===== config.mk =====
export PLATFORM = sky130hd
export DESIGN_NAME = cl_pcis_rd_arb
export DESIGN_NICKNAME = d
export VERILOG_FILES = /design/src/rtl/cl_pcis_rd_arb_pkg.sv /design/src/rtl/cl_pcis_rd_arb_cnt.sv /design/src/rtl/cl_pcis_rd_arb.sv
export SDC_FILE = /design/constraint.sdc
export NUM_CORES = 1
export LEC_CHECK = 0
export CELL_PAD_IN_SITES_DETAIL_PLACEMENT = 1
export CELL_PAD_IN_SITES_GLOBAL_PLACEMENT = 2
export CORE_AREA = 4 4 711 713
export DETAILED_ROUTE_END_ITERATION = 7
export DIE_AREA = 0 0 715 717
export GPL_TIMING_DRIVEN = 0
export PLACE_DENSITY_LB_ADDON = 0.1
export SLEW_MARGIN = 25
export SYNTH_ARGS = -nofsm -noshare
export SYNTH_HDL_FRONTEND = slang
export SYNTH_SLANG_ARGS = --single-unit

===== constraint.sdc =====
create_clock -name aclk -period 3.2 [get_ports aclk]
set_input_delay 0.64 -clock aclk [delete_from_list [all_inputs] [get_ports aclk]]
set_output_delay 0.64 -clock aclk [all_outputs]
set_load 0.005 [all_outputs]

===== src/rtl/cl_pcis_rd_arb_pkg.sv =====
// Shared constants for the two-master pcis read arbiter: default widths,
// FSM state encoding and the position of the source tag in the shell-side ID.
package cl_pcis_arb_pkg;

   localparam int DEF_ID_W    = 6;
   localparam int DEF_ADDR_W  = 64;
   localparam int DEF_DATA_W  = 512;
   localparam int DEF_MAX_OUT = 8;

   typedef enum logic [0:0] {
      IDLE = 1'b0,
      HOLD = 1'b1
   } arb_state_e;

   localparam logic [0:0] ST_IDLE = IDLE;
   localparam logic [0:0] ST_HOLD = HOLD;

   // The master index sits directly above the master's own ID bits.
   function automatic int src_tag_pos(input int id_w);
      return id_w;
   endfunction

endpackage


===== src/rtl/cl_pcis_rd_arb_cnt.sv =====
// Per-master outstanding read-burst counter. Saturates at MAX_OUT and at zero;
// a decrement at zero is reported on underflow instead of wrapping.
module cl_pcis_rd_cnt
   import cl_pcis_arb_pkg::*;
#(
   parameter int MAX_OUT = DEF_MAX_OUT,
   parameter int CNT_W   = $clog2(MAX_OUT + 1)
) (
   input  logic             clk,
   input  logic             rst,
   input  logic             inc,
   input  logic             dec,
   output logic [CNT_W-1:0] cnt,
   output logic             full,
   output logic             underflow
);

   localparam logic [CNT_W-1:0] CNT_MAX  = CNT_W'(MAX_OUT);
   localparam logic [CNT_W-1:0] CNT_ZERO = {CNT_W{1'b0}};
   localparam logic [CNT_W-1:0] CNT_ONE  = CNT_W'(1);

   logic [CNT_W-1:0] cnt_q;
   logic [CNT_W-1:0] cnt_d;

   // Next count: simultaneous inc and dec cancel out.
   always_comb begin
      cnt_d = cnt_q;
      case ({inc, dec})
         2'b10: begin
            if (cnt_q != CNT_MAX) begin
               cnt_d = cnt_q + CNT_ONE;
            end else begin
               cnt_d = cnt_q;
            end
         end
         2'b01: begin
            if (cnt_q != CNT_ZERO) begin
               cnt_d = cnt_q - CNT_ONE;
            end else begin
               cnt_d = cnt_q;
            end
         end
         default: cnt_d = cnt_q;
      endcase
   end

   // Count register.
   always_ff @(posedge clk or posedge rst) begin
      if (rst) begin
         cnt_q <= CNT_ZERO;
      end else begin
         cnt_q <= cnt_d;
      end
   end

   assign cnt       = cnt_q;
   assign full      = (cnt_q == CNT_MAX);
   assign underflow = dec & (cnt_q == CNT_ZERO);

endmodule


===== src/rtl/cl_pcis_rd_arb.sv =====
// Two-master AXI4 read arbiter onto the shared pcis port: round-robin AR grant
// with a registered AR slice, zero-latency R routing by the ID source tag.
module cl_pcis_rd_arb
   import cl_pcis_arb_pkg::*;
#(
   parameter int ID_W    = DEF_ID_W,
   parameter int ADDR_W  = DEF_ADDR_W,
   parameter int DATA_W  = DEF_DATA_W,
   parameter int MAX_OUT = DEF_MAX_OUT
) (
   input  logic              aclk,
   input  logic              areset,
   input  logic              m0_arvalid,
   output logic              m0_arready,
   input  logic [ID_W-1:0]   m0_arid,
   input  logic [ADDR_W-1:0] m0_araddr,
   input  logic [7:0]        m0_arlen,
   output logic              m0_rvalid,
   input  logic              m0_rready,
   output logic              m0_rlast,
   output logic [ID_W-1:0]   m0_rid,
   output logic [DATA_W-1:0] m0_rdata,
   output logic [1:0]        m0_rresp,
   input  logic              m1_arvalid,
   output logic              m1_arready,
   input  logic [ID_W-1:0]   m1_arid,
   input  logic [ADDR_W-1:0] m1_araddr,
   input  logic [7:0]        m1_arlen,
   output logic              m1_rvalid,
   input  logic              m1_rready,
   output logic              m1_rlast,
   output logic [ID_W-1:0]   m1_rid,
   output logic [DATA_W-1:0] m1_rdata,
   output logic [1:0]        m1_rresp,
   output logic              s_arvalid,
   input  logic              s_arready,
   output logic [ID_W:0]     s_arid,
   output logic [ADDR_W-1:0] s_araddr,
   output logic [7:0]        s_arlen,
   input  logic              s_rvalid,
   output logic              s_rready,
   input  logic [ID_W:0]     s_rid,
   input  logic [DATA_W-1:0] s_rdata,
   input  logic [1:0]        s_rresp,
   input  logic              s_rlast,
   output logic              busy,
   output logic              rd_err
);

   localparam int SRC   = src_tag_pos(ID_W);
   localparam int CNT_W = $clog2(MAX_OUT + 1);

   logic [0:0]        state_q, state_d;
   logic              last_grant_q, last_grant_d;
   logic              s_arvalid_q, s_arvalid_d;
   logic [ID_W:0]     s_arid_q, s_arid_d;
   logic [ADDR_W-1:0] s_araddr_q, s_araddr_d;
   logic [7:0]        s_arlen_q, s_arlen_d;
   logic              rd_err_q, rd_err_d;

   logic              elig0, elig1, gnt_vld, gnt_sel;
   logic              full0, full1, uf0, uf1;
   logic              inc0, inc1, dec0, dec1;
   logic              r_src, rlast_hs;
   logic [CNT_W-1:0]  cnt0, cnt1;

   // Grant selection: a full master never wins; ties go to the one not granted last.
   always_comb begin
      elig0 = m0_arvalid & ~full0;
      elig1 = m1_arvalid & ~full1;
      if (elig0 && elig1) begin
         gnt_sel = ~last_grant_q;
      end else if (elig1) begin
         gnt_sel = 1'b1;
      end else begin
         gnt_sel = 1'b0;
      end
      gnt_vld = (state_q == ST_IDLE) & (elig0 | elig1);
   end

   assign m0_arready = gnt_vld & ~gnt_sel;
   assign m1_arready = gnt_vld &  gnt_sel;
   assign inc0       = m0_arvalid & m0_arready;
   assign inc1       = m1_arvalid & m1_arready;

   // FSM next state and AR slice load; payload is only captured on a grant.
   always_comb begin
      state_d      = state_q;
      last_grant_d = last_grant_q;
      s_arvalid_d  = s_arvalid_q;
      s_arid_d     = s_arid_q;
      s_araddr_d   = s_araddr_q;
      s_arlen_d    = s_arlen_q;
      case (state_q)
         ST_IDLE: begin
            if (gnt_vld) begin
               state_d      = ST_HOLD;
               s_arvalid_d  = 1'b1;
               last_grant_d = gnt_sel;
               if (gnt_sel) begin
                  s_arid_d   = {1'b1, m1_arid};
                  s_araddr_d = m1_araddr;
                  s_arlen_d  = m1_arlen;
               end else begin
                  s_arid_d   = {1'b0, m0_arid};
                  s_araddr_d = m0_araddr;
                  s_arlen_d  = m0_arlen;
               end
            end else begin
               state_d = ST_IDLE;
            end
         end
         ST_HOLD: begin
            if (s_arready) begin
               state_d     = ST_IDLE;
               s_arvalid_d = 1'b0;
            end else begin
               state_d = ST_HOLD;
            end
         end
         default: begin
            state_d     = ST_IDLE;
            s_arvalid_d = 1'b0;
         end
      endcase
      rd_err_d = rd_err_q | uf0 | uf1;
   end

   // Arbiter state; last_grant resets to M1 so that M0 takes the first grant.
   always_ff @(posedge aclk or posedge areset) begin
      if (areset) begin
         state_q      <= ST_IDLE;
         last_grant_q <= 1'b1;
         s_arvalid_q  <= 1'b0;
         s_arid_q     <= {(ID_W + 1){1'b0}};
         s_araddr_q   <= {ADDR_W{1'b0}};
         s_arlen_q    <= 8'd0;
         rd_err_q     <= 1'b0;
      end else begin
         state_q      <= state_d;
         last_grant_q <= last_grant_d;
         s_arvalid_q  <= s_arvalid_d;
         s_arid_q     <= s_arid_d;
         s_araddr_q   <= s_araddr_d;
         s_arlen_q    <= s_arlen_d;
         rd_err_q     <= rd_err_d;
      end
   end

   assign s_arvalid = s_arvalid_q;
   assign s_arid    = s_arid_q;
   assign s_araddr  = s_araddr_q;
   assign s_arlen   = s_arlen_q;
   assign rd_err    = rd_err_q;
   assign busy      = (state_q == ST_HOLD) | (cnt0 != {CNT_W{1'b0}}) | (cnt1 != {CNT_W{1'b0}});

   // R path is pure routing on the source tag, independent of counter state.
   assign r_src     = s_rid[SRC];
   assign m0_rvalid = s_rvalid & ~r_src;
   assign m1_rvalid = s_rvalid &  r_src;
   assign s_rready  = r_src ? m1_rready : m0_rready;
   assign m0_rid    = s_rid[ID_W-1:0];
   assign m1_rid    = s_rid[ID_W-1:0];
   assign m0_rdata  = s_rdata;
   assign m1_rdata  = s_rdata;
   assign m0_rresp  = s_rresp;
   assign m1_rresp  = s_rresp;
   assign m0_rlast  = s_rlast;
   assign m1_rlast  = s_rlast;
   assign rlast_hs  = s_rvalid & s_rready & s_rlast;
   assign dec0      = rlast_hs & ~r_src;
   assign dec1      = rlast_hs &  r_src;

   cl_pcis_rd_cnt #(.MAX_OUT(MAX_OUT), .CNT_W(CNT_W)) u_cnt0 (
      .clk       (aclk),
      .rst       (areset),
      .inc       (inc0),
      .dec       (dec0),
      .cnt       (cnt0),
      .full      (full0),
      .underflow (uf0)
   );

   cl_pcis_rd_cnt #(.MAX_OUT(MAX_OUT), .CNT_W(CNT_W)) u_cnt1 (
      .clk       (aclk),
      .rst       (areset),
      .inc       (inc1),
      .dec       (dec1),
      .cnt       (cnt1),
      .full      (full1),
      .underflow (uf1)
   );

endmodule


==> flow_metrics.tcl <==
set metrics [dict create \
    status "finished clean" \
    io_pins 1815 \
    crit_buf_inv 3 \
    ys_types 40 \
    yosys_warnings 0 \
    hpwl_mm 286.8 \
    cpPeakStageDelay_ps 500 \
    viasPerCell 1.613 \
    drcViolationCount 0 \
    grt_pass1_wl_mm 333.2 \
    cpMostUsedCell "xor2_1" \
    ant_nets 0 \
    nFillCells 59400 \
    cts.sinks 91 \
    hold_violations 0 \
    antenna_found_initial 256 \
    fin_crit_sh_pct 94.23 \
    grt_pass1_vias 15390 \
    layout-drive-gt1-share_pct 40.07 \
    max_freq_mhz 331.6 \
    syn_nets 2158 \
    syn_area_um2 12050 \
    min_period_ps 3015 \
    pre_cts_slack_ps -1199 \
    port_buffers 1294 \
    crit_slowest_cell "or4_1" \
    final_cell_mix "1,291 x clkdlybuf4s50_1, 1,056 x buf_4, 88 x dfrtp_1" \
    dieWidth_um 715 \
    arrival_ps 3370 \
    core_um2 499700 \
    grt_overflow_total 0 \
    setup_viol 0 \
    yosysSeqAreaShare_pct 18.92 \
    die_y_um 717 \
    p_total_w 0.008337 \
    cp_cell_sequence "clkbuf_1 -> nor4b_4 -> o311a_1 -> buf_6 -> buf_8 -> nor2_1 -> xor2_1 -> ha_1 -> or4_1 -> mux2i_1 -> xor2_1" \
    floorplan.initialDensity_pct 2.411 \
    post_drt_wl_per_cell_um 31.13 \
    synth_seq_cells 91 \
    synth.avg_cell_area_um2 8.194 \
    crit_path_start_kind "flop" \
    rsz0062_at_grt "false" \
    num_vias 15490 \
    die_area_um2 512700 \
    cts_buffers 9 \
    path_clk_slew_ps 90 \
    finalWeightedCongestion 0.8991 \
    critPathTopFamily "simple AND/OR/NAND/NOR gates" \
    ys_dominant_reg_cell "dfrtp_1" \
    cts_max_level 3 \
    min_path_type "flop to flop" \
    grt_usage_pct 11.15 \
    placementRows 260 \
    maxCapViolCount 0 \
    crit_type "flop to flop" \
    slew_violations 0 \
    area_growth_pct 184.7 \
    cts_tree "done" \
    relSlewSlack_pct 36.40 \
    skew_ps 16.12 \
    clk_path_buf_depth 2 \
    final_common_cell "clkdlybuf4s50_1" \
    irDropWorstVdd_v 0.0002819 \
    root_buffer "clkbuf_16" \
    worst_slew_pin_slew_ps 953.9 \
    drt_pre_antenna_iters 4 \
    synthArstFlopShare_pct 100.0 \
    cellPowerDensity_nw_per_um2 243.1 \
    clock_latency_ps 440 \
    synth_edf_count 0 \
    p_leak_nw 12.33 \
    required_ps 3560 \
    setup_ws_ps 184.7 \
    synth_cells 1470 \
    nNetsFinal 3479 \
    cp_max_fo 10 \
    drt-total-wl_mm 299.0 \
    grt_max_degree 52 \
    critPathCaptureType "flop" \
    drtIter0Drc 418 \
]
power breakdown:
part | internal [W] | switching, W | leakage (nW) | total, W
Combinational | 0.00281 | 0.00246 | 11.1 | 0.00527
Sequential | 0.00146 | 0.000223 | 1.12 | 0.00168
Clock | 0.000630 | 0.000755 | 0.142 | 0.00139
Total | 0.00490 | 0.00344 | 12.3 | 0.00834
metrics by stage:
step,hold slack [ps],setup TNS (ps),util (%),cells,instance area [um^2]
2_1_floorplan,470.4,0,-,1470,12050
3_3_place_gp,469.4,-407860,6.676,9445,33360
3_5_place_dp,473.0,-49660,6.698,9453,33470
4_1_cts,495.5,0,6.795,9476,33960
5_1_grt,542.6,0,6.812,9504,34040
6_report,496.2,0,6.862,9603,34290
synth_stat cells (2+ instances only):
cell type  count  area share [%]
nor4_1         2            0.10
buf_2         17            0.71
buf_4       1043              65
xor2_1         4            0.29
a41oi_1        2            0.15
nand2_1       79             2.5
or4_1          3            0.19
or3_1          2            0.10
or2_2          2            0.10
a22oi_1       79             4.9
nor2b_1        2            0.10
mux2i_1        6            0.50
ha_1           2            0.21
nor2_1         6            0.19
and3_1         2            0.10
xnor2_1        2            0.15
clkbuf_1      21            0.65
o21ai_0       79             3.3
dfrtp_1       90              19
mux2_2         2            0.19
and4_1         2            0.15
a21o_1         2            0.12
inv_1          4            0.12
worst register-to-register path: stages, from the launching register on:
cell and delay (ps):
dfrtp_1 370, clkbuf_1 220, nor4b_4 380, o311a_1 200, buf_6 230, buf_8 250, nor2_1 110, xor2_1 170
ha_1 200, or4_1 500, mux2i_1 170, xor2_1 150
cells by family after synthesis:
logic type,Yosys count,synth area share (%)
XOR/XNOR,6,0.4363
AO/OA/AOI/OAI,168,9.089
flip-flops,91,18.92
AND/OR/NAND/NOR,109,4.082
multiplexers,9,0.7791
adder cells (fa/ha/maj),2,0.2077
buffers and inverters,1085,66.49
final timing paths:
| path | cells past startpoint | slack (ps) | from | endpoint |
|---|---|---|---|---|
| setup / recovery | 11 | 180 | u_cnt1.cnt[2] | u_cnt0.cnt[2] |
| hold / removal | 1 | 500 | s_arid[6] | s_arid[6] |
| setup reg to reg | 11 | 180 | u_cnt1.cnt[2] | u_cnt0.cnt[2] |
| hold reg to reg | 1 | 500 | s_arid[6] | s_arid[6] |
| max in group asynchronous | 3 | 1700 | areset | u_cnt0.cnt[0] |
| min in group asynchronous | 2 | 610 | areset | s_araddr[60] |
sequential cells by signal, summed over array words and instances, names as in the netlist:
signal / count
s_arlen: 8
state_q: 1
last_grant_q: 1
s_arid: 7
s_araddr: 64
s_arvalid: 1
rd_err: 1
u_cnt0.cnt: 4
u_cnt1.cnt: 4
what timing repair did:
action / CTS / global route
endpoints found under the hold margin: 0 / 0
setup buffers: 8 / 0
pin swaps: 2 / 0
resized for setup: 39 / 10
setup endpoints to repair: 73 / 12
hold buffers: 0 / 0
metal layers:
layer | up-vias | GRT usage, % | part of all wire (%)
met3 | 439 | 7.416 | 14
met5 | - | 0 | 0.42
li1 | 6493 | - | -
met2 | 1170 | 20.74 | 52
met4 | 186 | 1.994 | 2.2
met1 | 7204 | 10.08 | 32
final cells by class:
cell class | count | area, um^2 | area share (%)
antenna | 127 | 317.8 | 0.9269
buffer | 1081 | 8058 | 23.50
clock buffer | 11 | 242.7 | 0.7079
clock inverter | 4 | 51.30 | 0.1496
inverter | 4 | 22.52 | 0.06568
multi-input combinational | 294 | 1832 | 5.342
sequential | 91 | 2281 | 6.652
tap | 6681 | 8359 | 24.38
timing repair buffer | 1310 | 13120 | 38.28
(Power assumes the default switching activity.)
